==> src/rtl/uart_tx_fifo.sv <==
// FIFO-buffered UART transmitter: start, 5..9 data bits LSB first, optional parity, 1 or 2 stop bits.
// Define UART_TX_CTS_EN to add the cts_n clear-to-send input that gates the start of each frame.
module uart_tx_fifo #(
   parameter int DATA_WIDTH = 8,
   parameter int FIFO_DEPTH = 16,
   parameter int DIV_WIDTH  = 16
) (
   input  logic                        clk,
   input  logic                        rst,
`ifdef UART_TX_CTS_EN
   input  logic                        cts_n,
`endif
   input  logic [DIV_WIDTH-1:0]        div,
   input  logic [1:0]                  cfg_parity,
   input  logic                        cfg_stop,
   input  logic [DATA_WIDTH-1:0]       txd,
   input  logic                        txv,
   output logic                        txr,
   output logic                        tx,
   output logic                        active,
   output logic [$clog2(FIFO_DEPTH):0] fifo_level
);

   localparam int AW = $clog2(FIFO_DEPTH);
   localparam int IW = $clog2(DATA_WIDTH);

   typedef enum logic [2:0] {IDLE, START, DATA, PARITY, STOP} state_t;

   logic [DATA_WIDTH-1:0] r_mem [FIFO_DEPTH];
   logic [AW-1:0]         r_wr_ptr;
   logic [AW-1:0]         r_rd_ptr;
   logic [AW:0]           r_level;
   logic [AW:0]           w_level_next;
   logic                  r_txr;
   logic                  w_push;
   logic                  w_pop;
   logic [DATA_WIDTH-1:0] w_head;

   state_t                r_state;
   state_t                w_state_next;
   logic [DIV_WIDTH-1:0]  r_cnt;
   logic [DIV_WIDTH-1:0]  w_cnt_next;
   logic [DIV_WIDTH-1:0]  r_div;
   logic [DATA_WIDTH-1:0] r_shift;
   logic [DATA_WIDTH-1:0] w_shift_next;
   logic [IW-1:0]         r_idx;
   logic [IW-1:0]         w_idx_next;
   logic                  r_stop2;
   logic                  w_stop2_next;
   logic                  r_par_en;
   logic                  r_par_bit;
   logic                  r_two_stop;
   logic                  r_tx;
   logic                  w_tx_next;
   logic                  w_bit_end;
   logic                  w_can_start;
   logic                  w_cts_ok;

`ifdef UART_TX_CTS_EN
   logic r_cts_meta;
   logic r_cts_sync;

   always_ff @(posedge clk or negedge rst) begin
      if (!rst) begin
         r_cts_meta <= 1'b1;
         r_cts_sync <= 1'b1;
      end else begin
         r_cts_meta <= cts_n;
         r_cts_sync <= r_cts_meta;
      end
   end

   assign w_cts_ok = ~r_cts_sync;
`else
   assign w_cts_ok = 1'b1;
`endif

   assign w_push      = txv && r_txr;
   assign w_head      = r_mem[r_rd_ptr];
   assign w_bit_end   = (r_cnt == '0);
   assign w_can_start = (r_level != '0) && w_cts_ok;

   always_comb begin
      w_level_next = r_level;
      if (w_push && !w_pop) begin
         w_level_next = r_level + (AW+1)'(1);
      end else if (!w_push && w_pop) begin
         w_level_next = r_level - (AW+1)'(1);
      end
   end

   always_ff @(posedge clk) begin
      if (w_push) begin
         r_mem[r_wr_ptr] <= txd;
      end
   end

   // txr is registered from the next level so it stays low throughout reset
   always_ff @(posedge clk or negedge rst) begin
      if (!rst) begin
         r_wr_ptr <= '0;
         r_rd_ptr <= '0;
         r_level  <= '0;
         r_txr    <= 1'b0;
      end else begin
         if (w_push) begin
            r_wr_ptr <= r_wr_ptr + AW'(1);
         end
         if (w_pop) begin
            r_rd_ptr <= r_rd_ptr + AW'(1);
         end
         r_level <= w_level_next;
         r_txr   <= (w_level_next < (AW+1)'(FIFO_DEPTH));
      end
   end

   always_comb begin
      w_state_next = r_state;
      w_cnt_next   = w_bit_end ? r_cnt : r_cnt - DIV_WIDTH'(1);
      w_shift_next = r_shift;
      w_idx_next   = r_idx;
      w_stop2_next = r_stop2;
      w_pop        = 1'b0;
      case (r_state)
         IDLE: begin
            if (w_can_start) begin
               w_pop        = 1'b1;
               w_state_next = START;
               w_cnt_next   = div;
               w_shift_next = w_head;
            end
         end
         START: begin
            if (w_bit_end) begin
               w_state_next = DATA;
               w_cnt_next   = r_div;
               w_idx_next   = '0;
            end
         end
         DATA: begin
            if (w_bit_end) begin
               w_cnt_next = r_div;
               if (r_idx == IW'(DATA_WIDTH-1)) begin
                  w_state_next = r_par_en ? PARITY : STOP;
                  w_stop2_next = 1'b0;
               end else begin
                  w_idx_next   = r_idx + IW'(1);
                  w_shift_next = r_shift >> 1;
               end
            end
         end
         PARITY: begin
            if (w_bit_end) begin
               w_state_next = STOP;
               w_stop2_next = 1'b0;
               w_cnt_next   = r_div;
            end
         end
         STOP: begin
            if (w_bit_end) begin
               if (r_two_stop && !r_stop2) begin
                  w_stop2_next = 1'b1;
                  w_cnt_next   = r_div;
               end else if (w_can_start) begin
                  w_pop        = 1'b1;
                  w_state_next = START;
                  w_cnt_next   = div;
                  w_shift_next = w_head;
               end else begin
                  w_state_next = IDLE;
               end
            end
         end
         default: begin
            w_state_next = IDLE;
         end
      endcase

      case (w_state_next)
         START:   w_tx_next = 1'b0;
         DATA:    w_tx_next = w_shift_next[0];
         PARITY:  w_tx_next = r_par_bit;
         default: w_tx_next = 1'b1;
      endcase
   end

   always_ff @(posedge clk or negedge rst) begin
      if (!rst) begin
         r_state <= IDLE;
         r_cnt   <= '0;
         r_shift <= '0;
         r_idx   <= '0;
         r_stop2 <= 1'b0;
         r_tx    <= 1'b1;
      end else begin
         r_state <= w_state_next;
         r_cnt   <= w_cnt_next;
         r_shift <= w_shift_next;
         r_idx   <= w_idx_next;
         r_stop2 <= w_stop2_next;
         r_tx    <= w_tx_next;
      end
   end

   // Frame settings are captured at the pop so mid-frame input changes wait for the next frame
   always_ff @(posedge clk or negedge rst) begin
      if (!rst) begin
         r_div      <= '0;
         r_par_en   <= 1'b0;
         r_par_bit  <= 1'b0;
         r_two_stop <= 1'b0;
      end else if (w_pop) begin
         r_div      <= div;
         r_par_en   <= (cfg_parity == 2'b01) || (cfg_parity == 2'b10);
         r_par_bit  <= (^w_head) ^ cfg_parity[1];
         r_two_stop <= cfg_stop;
      end
   end

   assign tx         = r_tx;
   assign active     = (r_state != IDLE);
   assign txr        = r_txr;
   assign fifo_level = r_level;

endmodule

==> config.mk <==
export PLATFORM = sky130hd
export DESIGN_NAME = uart_tx_fifo
export DESIGN_NICKNAME = d
export VERILOG_FILES = /design/src/rtl/uart_tx_fifo.sv
export SDC_FILE = /design/constraint.sdc
export NUM_CORES = 1
export LEC_CHECK = 0
export ABC_AREA = 1
export ABC_CLOCK_PERIOD_IN_PS = 3000
export CAP_MARGIN = 20
export CORE_MARGIN = 2
export CORE_UTILIZATION = 40
export DETAILED_ROUTE_END_ITERATION = 10
export SYNTH_ARGS = -nofsm -noshare
export SYNTH_HDL_FRONTEND = slang
export SYNTH_SLANG_ARGS = --single-unit
export TNS_END_PERCENT = 5
==> constraint.sdc <==
create_clock -name clk -period 3 [get_ports clk]
set_input_delay 0.3 -clock clk [delete_from_list [all_inputs] [get_ports clk]]
set_output_delay 0.3 -clock clk [all_outputs]
set_load 0.03 [all_outputs]
==> metrics.txt <==
cells after synthesis=1096; All-Layer GR Usage=0.186; initial antenna violation count=0; Clk pin slew, worst setup/hold paths=about 0.07 ns; Die Wd=159 µm; Worst Hold Class=in -> async; unrepaired setup endpoints after global routing=false; Vias/cell=4.96; r2r startpoint=r_cnt[0]; Worst-Skew Late Latency=0.44 ns; Starting Density=0.409; initial DRC count=roughly 430; pin count of the biggest net entering global routing=73; antenna violation net count after detailed routing=0; GR Layer Usage met2=0.318; fill cell count=about 2300; met3 Use GR=0.0284; clk root buf=clkbuf_16; Setup-failing EPs final=0; R2R cell count=15; FP Rows=56; first-pass GRT wire length=37200 µm; most frequent cells in the layout=344 x nand2_1, 133 x inv_1, 128 x edfxtp_1, 124 x nand3_1, 77 x o21ai_0; max_cap viols=0; Max Slew Vio Count=0; H-Tree Depth=4; Die H=159 µm; TritonCTS clock tree=yes; DRC errors left=0; area grow syn2layout=15.0%; area occupied by multi-input gates=approximately 3400 µm²; Final Util=0.470; DRT Pass-1 Iters=5; Worst Tran Pin Value=0.742 ns; FMAX=roughly 380 MHz; CP Data Arrival Time=2.35 ns; TNS Setup=0 ns; clock sink count=193; PwrDens=663 nW/µm²; sequential share of the synthesized area=0.569; status=finished clean; Total Wirelength=around 23000 µm; final hold slack=between 0.3 and 0.4 ns; Core ar.=23500 µm²; IO Port Bufs=37; fin nets=1187; final critical-path required period=2.65 ns; GR Util met1=0.240; reg2reg end=txr; commonest non-fill, non-tap cell in the layout=nand2_1; synthesized flop and latch total=193; CP required=2.70 ns; Mapped Area=between 9000 and 10000 µm²; r2r setup slk=0.55 ns; critical path class=reg -> out; CP startpoint kind=flip-flop; final non-filler cell total=1476; final hold vios=0; Storage cell area=5470 µm²; Final GP Congestion=0.824; syn avg cell area=around 8.8 µm²; routed vias=7325; DP Cell Count=1443; Yosys Warn Count=0; layout cells sized above 1=0.0761; post-DP HPWL=~15000 µm; Die ar.=25300 µm²; GR peak layer=met2; Final period util=0.882; grt total ovfl=0; total CTS buffers=17; LEAKAGE=4.79 nW; Max VDD drop=384 µV; n_diodes=0; critical path peak fanout=11; CTS max path bufs=2; Top Ports=38; Syn Nets=1139; vias in the first global route=7072; Rel. slew slack=0.504; Avg WL per Cell=15.4 µm; CP Capture Type=output port; Yosys cell types=43; Setup Skew=0.0175 ns
-- cell families after synthesis --
logic type | share of synthesized area
AOI/OAI and AO/OA | 0.0714
xor gates and xnor gates | 0.0191
adders and majority gates | 0.0169
buffers and inverters | 0.0787
DFF | 0.569
and+or+nand+nor | 0.245
-- worst max-delay path, stage by stage, from the launching register on --
cell and delay (ns):
dfrtp_1 0.39, nor2_1 0.08, inv_1 0.10, nor2_2 0.04
buf_4 0.17, inv_1 0.37, clkdlybuf4s50_1 0.77
-- per-layer routing --
metal	wire [µm]	share of wire	vias to the layer above
li1	-	-	3658
met1	10200	0.45	3477
met4	500	0.022	0
met3	860	0.038	34
met5	0	0	-
met2	11200	0.49	156
-- sequential cells by signal, summed over array words and instances, names as in the netlist --
register and cells:
fifo_level 5, r_cnt 16, r_div 16, r_idx 3
r_mem 128, r_par_bit 1, r_par_en 1, r_rd_ptr 4
r_shift 8, r_state 3, r_stop2 1, r_two_stop 1
r_wr_ptr 4, tx 1, txr 1
-- per-stage QoR --
stage          setup WS (ns)  instance area [µm²]  total power [mW]
2_1_floorplan          0.593                 9620              4.47
3_3_place_gp           0.660                10400              5.00
3_5_place_dp           0.581                10400              5.01
4_1_cts                0.335                11100              7.39
5_1_grt                0.232                11100              7.76
6_report               0.353                11100              7.34
-- power by group --
group,switching (mW),internal [mW]
combinational,1.08,0.551
sequential,0.181,3.15
clock,1.16,1.22
-- worst max-delay path by stage --
stage                           from   endpoint  slack (ns)  cells after the start
final                     r_state[0]     active        0.35                      6
after CTS                 r_state[1]     active        0.33                      6
after global routing        r_cnt[0]  r_cnt[15]        0.23                     16
after global placement      r_cnt[0]        txr        0.66                     15
after detailed placement    r_cnt[0]        txr        0.58                     15
after floorplan             r_cnt[0]        txr        0.59                     16
-- synthesized netlist by cell type, drive strengths merged --
master,number,area share
nor3,3,0.0016
o221ai,1,0.00091
a21boi,1,0.00078
clkbuf,10,0.0040
nand2,348,0.14
nor4,1,0.00065
a22oi,2,0.0016
clkinv,5,0.0021
dfrtp,64,0.17
buf,29,0.018
a21oi,7,0.0036
o2111ai,2,0.0025
inv,139,0.055
nor2,80,0.033
xor2,18,0.016
dfstp,1,0.0027
nand4,3,0.0020
a31oi,2,0.0013
or2,7,0.0046
edfxtp,128,0.40
o211ai,18,0.014
nand3,124,0.065
o21ai,86,0.047
xnor2,3,0.0027
ha,13,0.017
nand3b,1,0.00078
-- timing repair --
action	4_1_cts	5_1_grt
gates resized for setup	0	0
hold buffers	1	0
endpoints found under the hold margin	17	0
setup buffers	0	0
setup endpoints to repair	0	0
-- final cells by class --
type	count	area share
flip-flops and latches	193	0.495
multi-input cells	720	0.307
repair buffers	68	0.0566
inverters	144	0.0494
clock buffers	17	0.0385
well taps	319	0.0361
clock inverters	15	0.0181
Note: power is estimated with default switching activity, not from simulation.
